## src/rtl/wb_loader.sv

```systemverilog
// Purpose: byte-stream command loader driving a 24-bit address / 8-bit data Wishbone initiator.
// Latency: bus cycle starts the clock after its data/count byte; cyc/stb drop the clock after ack or timeout.
// Backpressure: rx_ready low while a bus cycle or read-back byte is outstanding; tx_data/tx_valid held until tx_ready.
//
// Ports:
//   clk, reset_n           clock and asynchronous active-low reset
//   rx_data/valid/ready    host command stream (SETADDR 0x01, WRITE 0x02, READ 0x03)
//   tx_data/valid/ready    read-back byte stream to the host
//   wb_*                   Wishbone initiator (24-bit address, 8-bit data, one select bit)
//   busy                   high whenever the FSM is not idle
//   timeout_err            sticky bus-timeout flag, cleared by the next SETADDR command
module wb_loader #(
    parameter int timeout_cycles = 255
) (
    input  logic        clk,
    input  logic        reset_n,
    input  logic [7:0]  rx_data,
    input  logic        rx_valid,
    output logic        rx_ready,
    output logic [7:0]  tx_data,
    output logic        tx_valid,
    input  logic        tx_ready,
    output logic [23:0] wb_adr_o,
    output logic [7:0]  wb_dat_o,
    input  logic [7:0]  wb_dat_i,
    output logic        wb_we_o,
    output logic [0:0]  wb_sel_o,
    output logic        wb_stb_o,
    output logic        wb_cyc_o,
    input  logic        wb_ack_i,
    output logic        busy,
    output logic        timeout_err
);

    typedef enum logic [3:0] {
        IDLE, ADDR0, ADDR1, ADDR2, COUNT, WDATA, WBUS, RBUS, RSEND
    } state_t;

    // Last wait-counter value before the abort edge: a cycle that has waited
    // timeout_cycles clocks without ack is terminated.
    localparam logic [15:0] TMO_LAST = 16'(timeout_cycles - 1);

    state_t      state_q;
    logic [23:0] adr_q;
    logic [7:0]  dat_q;
    logic [8:0]  cnt_q;
    logic [15:0] tmo_q;
    logic        is_wr_q;
    logic        cyc_q;
    logic        we_q;
    logic [7:0]  tx_dat_q;
    logic        tx_vld_q;
    logic        terr_q;

    logic        rx_fire;
    logic        bus_end;
    logic [23:0] adr_d;
    logic [8:0]  cnt_d;
    logic        last_xfer;

    // rx_ready is decoded from the state so it is already high in the first
    // clock after reset release, and forced low while reset is held.
    assign rx_ready  = reset_n && (state_q == IDLE  || state_q == ADDR0 || state_q == ADDR1 ||
                                   state_q == ADDR2 || state_q == COUNT || state_q == WDATA);
    assign rx_fire   = rx_valid && rx_ready;

    // Ack wins over the terminal count when both land on the same edge.
    assign bus_end   = wb_ack_i || (tmo_q == TMO_LAST);
    assign adr_d     = adr_q + 24'd1;
    assign cnt_d     = cnt_q - 9'd1;
    assign last_xfer = (cnt_q == 9'd1);

    assign wb_adr_o    = adr_q;
    assign wb_dat_o    = dat_q;
    assign wb_we_o     = we_q;
    assign wb_sel_o    = cyc_q;
    assign wb_stb_o    = cyc_q;
    assign wb_cyc_o    = cyc_q;
    assign tx_data     = tx_dat_q;
    assign tx_valid    = tx_vld_q;
    assign timeout_err = terr_q;
    assign busy        = (state_q != IDLE);

    always_ff @(posedge clk or negedge reset_n) begin
        if (!reset_n) begin
            state_q  <= IDLE;
            adr_q    <= '0;
            dat_q    <= '0;
            cnt_q    <= '0;
            tmo_q    <= '0;
            is_wr_q  <= 1'b0;
            cyc_q    <= 1'b0;
            we_q     <= 1'b0;
            tx_dat_q <= '0;
            tx_vld_q <= 1'b0;
            terr_q   <= 1'b0;
        end else begin
            case (state_q)
                IDLE: begin
                    if (rx_fire) begin
                        case (rx_data)
                            8'h01: begin
                                state_q <= ADDR0;
                                terr_q  <= 1'b0;
                            end
                            8'h02: begin
                                is_wr_q <= 1'b1;
                                state_q <= COUNT;
                            end
                            8'h03: begin
                                is_wr_q <= 1'b0;
                                state_q <= COUNT;
                            end
                            default: ; // unknown command byte is discarded
                        endcase
                    end
                end
                // Address arrives most significant byte first.
                ADDR0: if (rx_fire) begin
                    adr_q[23:16] <= rx_data;
                    state_q      <= ADDR1;
                end
                ADDR1: if (rx_fire) begin
                    adr_q[15:8] <= rx_data;
                    state_q     <= ADDR2;
                end
                ADDR2: if (rx_fire) begin
                    adr_q[7:0] <= rx_data;
                    state_q    <= IDLE;
                end
                COUNT: if (rx_fire) begin
                    // A zero count byte encodes 256 transfers.
                    cnt_q <= {(rx_data == 8'h00), rx_data};
                    if (is_wr_q) begin
                        state_q <= WDATA;
                    end else begin
                        state_q <= RBUS;
                        cyc_q   <= 1'b1;
                        tmo_q   <= '0;
                    end
                end
                WDATA: if (rx_fire) begin
                    dat_q   <= rx_data;
                    state_q <= WBUS;
                    cyc_q   <= 1'b1;
                    we_q    <= 1'b1;
                    tmo_q   <= '0;
                end
                WBUS: begin
                    if (bus_end) begin
                        cyc_q   <= 1'b0;
                        we_q    <= 1'b0;
                        if (!wb_ack_i) terr_q <= 1'b1;
                        adr_q   <= adr_d;
                        cnt_q   <= cnt_d;
                        state_q <= last_xfer ? IDLE : WDATA;
                    end else begin
                        tmo_q <= tmo_q + 16'd1;
                    end
                end
                RBUS: begin
                    if (bus_end) begin
                        cyc_q    <= 1'b0;
                        tx_vld_q <= 1'b1;
                        tx_dat_q <= wb_ack_i ? wb_dat_i : 8'hFF;
                        if (!wb_ack_i) terr_q <= 1'b1;
                        state_q  <= RSEND;
                    end else begin
                        tmo_q <= tmo_q + 16'd1;
                    end
                end
                RSEND: begin
                    if (tx_ready) begin
                        tx_vld_q <= 1'b0;
                        adr_q    <= adr_d;
                        cnt_q    <= cnt_d;
                        if (last_xfer) begin
                            state_q <= IDLE;
                        end else begin
                            state_q <= RBUS;
                            cyc_q   <= 1'b1;
                            tmo_q   <= '0;
                        end
                    end
                end
                default: state_q <= IDLE;
            endcase
        end
    end

endmodule

```

## config.mk

```make
export PLATFORM = sky130hd
export DESIGN_NAME = wb_loader
export DESIGN_NICKNAME = d
export VERILOG_FILES = /design/src/rtl/wb_loader.sv
export SDC_FILE = /design/constraint.sdc
export NUM_CORES = 1
export LEC_CHECK = 0
export BUFFER_PORTS_ARGS = -buffer_cell sky130_fd_sc_hd__buf_2
export CORE_MARGIN = 5
export CORE_UTILIZATION = 50
export DETAILED_ROUTE_END_ITERATION = 7
export PLACE_DENSITY = 0.74
export SYNTH_ARGS = -nofsm -noshare
export SYNTH_HDL_FRONTEND = slang
export SYNTH_SLANG_ARGS = --single-unit
export TNS_END_PERCENT = 30
```

## constraint.sdc

```tcl
create_clock -name clk -period 2 [get_ports clk]
set_clock_uncertainty 0.1 [all_clocks]
set_input_delay 0.5 -clock clk [delete_from_list [all_inputs] [get_ports clk]]
set_output_delay 0.5 -clock clk [all_outputs]
set_load 0.01 [all_outputs]
```

==> Yosys cells after proc, flatten, opt, wreduce, memory -nomap -nowiden <==
Index checks and enable logic that the tools add are counted.
Widths: inputs -> output; s select.
{ "word_totals": {"register_bits": 74, "latch_bits": 0, "mem_bits_rw": 0, "rom_bits": 0, "input_bits": 21, "out_inout_bits": 48, "wordCells": 129, "memories": 0} }
{ "classes": {"addsub": 3, "mul": 0, "div": 0, "magnitude_cmp": 0, "n_eq_ne": 29, "shift": 0, "mux": 49, "bitwise_logic": 0, "n_reduce_logical": 35} }
{ "ops": {"columns": ["cell", "count"], "rows": [
  ["$mux 16", 6],
  ["$pmux 8 s3", 3],
  ["$pmux 16 s4", 1],
  ["$mux 24", 2],
  ["$mux 4", 9],
  ["$pmux 4 s9", 1],
  ["$mux 9", 3],
  ["$pmux 9 s3", 1],
  ["$ne 2x2->1 const B", 13],
  ["$add 24x1->24 const B", 1],
  ["$add 16x1->16 const B", 1],
  ["$eq 16x8->1 const B", 1],
  ["$eq 4x3->1 const B", 4],
  ["$eq 8x2->1 const B", 2],
  ["$mux 8", 2],
  ["$reduce_and 4->1", 4],
  ["$reduce_and 7->1", 2],
  ["$mux 1", 12],
  ["$reduce_bool 3->1", 4],
  ["$reduce_and 10->1", 1],
  ["$eq 9x1->1 const B", 1],
  ["$reduce_and 3->1", 3],
  ["$sub 9x1->9 const B", 1],
  ["$eq 4x2->1 const B", 2],
  ["19 further kinds", 36]
]} }

==> Depth between registers and ports, before layout <==
{ "depth": {"depth_word": 10, "ltp_mapped": 9} }

==> Worst setup path before layout <==
Ideal clock, no wire load.
{ "synth_timing": {"kind": "register to register", "from": "register cnt_q[1]", "to": "register state_q[1]", "setup_ns": 0.128, "arrival_ns": 1.988, "required_ns": 1.772, "setup_slack_ns": -0.215, "path_stages_with_launch": 8, "period_less_slack_ns": 2.215, "cell_sequence": "dfrtp_1 -> inv_1 -> ha_1 -> or4b_2 -> or2_2 -> a21oi_1 -> o31ai_1 -> mux2_1"} }
{ "synth_via": {"elab_chain_cells": 4} }
{ "synth_rtl": {"columns": ["item", "line_no", "rtl"], "rows": [
  ["from (decl)", "46", "logic [8:0] cnt_q;"],
  ["from (signal assigned)", "133", "cnt_q <= {(rx_data == 8'h00), rx_data};"],
  ["from (signal assigned)", "155", "cnt_q <= cnt_d;"],
  ["from (signal assigned)", "176", "cnt_q <= cnt_d;"],
  ["$eq 9x1->1", "71", "assign last_xfer = (cnt_q == 9'd1);"],
  ["$mux 3", "177", "if (last_xfer) begin"],
  ["$mux 4", "173", "if (tx_ready) begin"],
  ["$pmux 4 s9", "98", "case (state_q)"],
  ["to (signal assigned)", "156", "state_q <= last_xfer ? IDLE : WDATA;"],
  ["to (decl)", "43", "state_t state_q;"]
]} }
Every way passes these cells. The select of a mux whose other input is x is not followed.
A chain may end at the register's enable or synchronous reset.

==> Worst setup path after layout <==
{ "layout_timing": {"from": "register state_q[0]", "to": "register state_q[1]"} }
{ "layout_via": {"elab_chain_cells": 10} }
{ "layout_rtl": {"columns": ["item", "line_no", "rtl"], "rows": [
  ["$eq 4x1->1 / $logic_not 4->1 (equally long branches)", "63, 98", null],
  ["$logic_or 1x1->1 (3 in series)", "63", "assign rx_ready = reset_n && (state_q == IDLE || state_q == ADDR0 || state_q == ADDR1 ||"],
  ["$logic_or 1x1->1 (2 in series)", "64", "state_q == ADDR2 || state_q == COUNT || state_q == WDATA);"],
  ["$logic_and 1x1->1", "63", null],
  ["$logic_and 1x1->1", "65", "assign rx_fire = rx_valid && rx_ready;"],
  ["$ne 2x2->1 (no line)", null, null],
  ["$reduce_and 10->1 (no line)", null, null]
]} }
Parallel ways exist; a longest one is shown, timed or not.

==> metrics.yaml <==
synth_area_sq_um: 4500
syn_to_final_growth_pct: 46.7
slowest_delay_ns: 0.42
path_class: "flop to flop"
path_depth: 7
hold_path_class: "input pin to async pin"
power.density_nw_per_um2: 980
cp_slowest_cell: "dfrtp_1"
routedWlPerCell_um: 19.5
ff2ff_path_depth: 7
post-place-cells: 767
syn-num-nets: 530
finalHoldViolCount: 0
drv_slew: 0
ff2ff_setup_slack_ns: -0.22
worst_slack_ns: -0.220
path_delay_family: "simple AND/OR/NAND/NOR gates"
period_needed_ns: 2.22
setup_viol: 52
hpwlAfterDp_um: 10400
drive_above_1_share: 0.469
cts.clk_slew.worst_paths_ns: 0.09
drt_pass1_iterations: 5
fmax_mhz: 450
p_leak_nw: 2.87
io_buffers: 68
final_cells: 796
r2r-start: "state_q[0]$_DFFE_PN0P_"
antenna_found_initial: 0
yosysSeqAreaShare: 0.411
grt_util_all_layers: 0.261
synth-edff-count: 0
cp-start-kind: "flop"
ys_ff_latch: 74
rsz0062_at_grt: "yes"
vias: 5128
drt-initial-drc-count: 448
status: "complete, but fails checks"
drcViolationCount: 0
routed_via_density: 6.44
ys_warn_count: 0
reg2reg_to: "state_q[1]$_DFFE_PN0P_"
num_antenna_cells: 0
clkLatencyLatePin_ns: 0.36
grt_max_degree: 66
nNetsFinal: 709
async_reset_ff_frac: 1.00
crit_chain: "buf_4 -> buf_4 -> nor4b_2 -> o21ai_1 -> o311ai_1 -> nand2b_1 -> mux2_1"
regArea_sq_um: 1850
ir_drop_mv: 0.673
die-area_sq_um: 11000
overflow: 0
die_h_um: 105
start_util: 0.514
cts_sinks: 74
core_sq_um: 8760
multiInputGateArea_sq_um: 2960
crit_path_end_kind: "flop"
crit_path_start: "state_q[0]$_DFFE_PN0P_"
crit_fanout: 12
htree_num_levels: 3
rows: 34
cts-root-buf: "clkbuf_8"
worst_path_most_repeated_cell: "buf_4"
endpoint: "state_q[1]$_DFFE_PN0P_"
fill_cells: 580
drtAntennaViolNets: 0
numCtsBuffers: 9
clockBufferDepth: 2
grt_pass1_wl_um: 23800
max_cap_violations: 0
tns_ns: -4.97
io_pins: 69
cp_data_required_time_ns: 2.13
ys_types: 64
timing.final.crit_share: 1.11
crit_buf_inv: 2
synth-main-ff-cell: "dfrtp_1"
synth.avg_cell_area_sq_um: 8.93
routed_wl_um: 15500
synthCells: 504
cts_tree: "built"
grt_pass1_vias: 4944
worst_slew_pin_slew_ns: 0.834
slew_headroom: 0.444
gp_congestion: 0.929
crit_arrival_ns: 2.35
violations: "setup timing"
fp.dieW_um: 105
==> metrics by stage <==
step           hold slack [ns]  cell area, sq um  utilization  total power [mW]  setup slack [ns]
2_1_floorplan            0.104              4620            -              3.76            -0.147
3_3_place_gp             0.348              5860        0.668              4.89            -0.293
3_5_place_dp             0.357              5860        0.668              4.96            -0.352
4_1_cts                 0.0800              6290        0.717              6.19            -0.159
5_1_grt                 0.0842              6600        0.754              6.82            -0.310
6_report                0.0954              6600        0.754              6.47            -0.220
==> layer usage <==
metal / vias up / part of all wire / GRT usage / routed length, um
li1: 2298 / - / - / -
met1: 2490 / 0.40 / 0.342 / 6150
met2: 290 / 0.50 / 0.432 / 7830
met3: 50 / 0.068 / 0.0382 / 1050
met4: 0 / 0.032 / 0.110 / 491
met5: - / 0 / 0 / 0
==> Yosys cell counts (6+ instances only) <==
cell type | count | share of area
nor2_1 | 35 | 0.029
a31oi_1 | 14 | 0.019
clkbuf_1 | 16 | 0.013
nand2b_1 | 11 | 0.015
nand3_1 | 14 | 0.016
and3_1 | 6 | 0.0083
a21oi_1 | 26 | 0.029
mux2_2 | 10 | 0.025
nor3_1 | 32 | 0.036
dfrtp_1 | 74 | 0.41
a2bb2oi_1 | 19 | 0.037
nand2_1 | 45 | 0.038
o21ai_0 | 29 | 0.032
or4_1 | 10 | 0.017
o22a_1 | 6 | 0.012
buf_2 | 9 | 0.010
o22ai_1 | 7 | 0.0097
inv_1 | 12 | 0.010
nor2b_1 | 6 | 0.0083
nand4_1 | 13 | 0.018
o31ai_1 | 9 | 0.015
nor4_1 | 7 | 0.0097
==> sequential cells by signal, indices dropped and copies added (netlist names) <==
| register | cells |
|---|---|
| is_wr_q | 1 |
| wb_dat_o | 8 |
| wb_we_o | 1 |
| wb_adr_o | 24 |
| timeout_err | 1 |
| state_q | 4 |
| wb_cyc_o | 1 |
| tx_valid | 1 |
| cnt_q | 9 |
| tx_data | 8 |
| tmo_q | 16 |
==> worst min-delay path by stage <==
stage / depth (start not counted) / startpoint / end
6_report: 3 / reset_n / is_wr_q$_DFFE_PN0P_
5_1_grt: 3 / reset_n / is_wr_q$_DFFE_PN0P_
4_1_cts: 3 / reset_n / is_wr_q$_DFFE_PN0P_
3_5_place_dp: 2 / reset_n / tx_valid$_DFFE_PN0P_
3_3_place_gp: 2 / reset_n / tx_valid$_DFFE_PN0P_
2_1_floorplan: 0 / reset_n / cnt_q[0]$_DFFE_PN0P_
==> cells by family (layout without fill, tap and decap cells) <==
| family | Yosys count | after routing | synth area share |
|---|---|---|---|
| AO/OA/AOI/OAI | 158 | 158 | 0.245 |
| AND/OR/NAND/NOR | 209 | 209 | 0.249 |
| buffers and inverters | 42 | 226 | 0.0417 |
| adder cells (fa/ha/maj) | 5 | 5 | 0.0139 |
| multiplexers | 16 | 16 | 0.0386 |
| flip-flops | 74 | 74 | 0.411 |
==> layout make-up <==
type / instances / share of cell area
multi-input combinational: 388 / 0.449
sequential: 74 / 0.281
timing repair buffer: 198 / 0.215
clock buffer: 10 / 0.0208
tap: 108 / 0.0205
clock inverter: 6 / 0.00739
inverter: 12 / 0.00682
==> worst min-delay path, cell delays in order <==
cell	delay [ns]
buf_4	0.12
buf_4	0.13
buf_4	0.14
==> report_power, final <==
part / leakage, nW / internal [mW] / total (mW) / switching, mW
Combinational: 1.85 / 1.41 / 2.83 / 1.42
Clock: 0.0855 / 0.496 / 1.15 / 0.650
Sequential: 0.928 / 2.00 / 2.49 / 0.490
==> cells in the final DEF (no fill, tap or decap), types with 4 or more instances in the layout <==
master,instances
buf_4,112
dfrtp_1,72
buf_2,69
nand2_1,44
nor2_1,28
nor3_1,21
o21ai_0,16
a21oi_1,16
nand4_1,13
o21ai_1,12
inv_1,11
nor3_2,11
a2bb2oi_1,11
a31oi_1,11
nand3_1,11
buf_6,11
nand2b_1,10
a21oi_2,10
clkbuf_8,10
mux2_2,9
o31ai_1,9
a2bb2oi_2,8
or4_4,7
o22a_1,6
o22ai_1,6
a211oi_2,5
o211ai_1,5
or3_1,5
nor2_2,5
nor2b_1,5
and3_1,5
mux2i_1,5
buf_12,5
nor4_1,4
ha_1,4
==> what timing repair did <==
action / in CTS / in global routing
hold endpoints to repair: 5 / 0
hold buffers: 1 / 0
resized for setup: 46 / 68
gates cloned: 0 / 2
pin swaps: 8 / 20
setup buffers: 5 / 5
endpoints found under the setup margin: 58 / 64
Note: power is estimated with default switching activity, not from simulation.
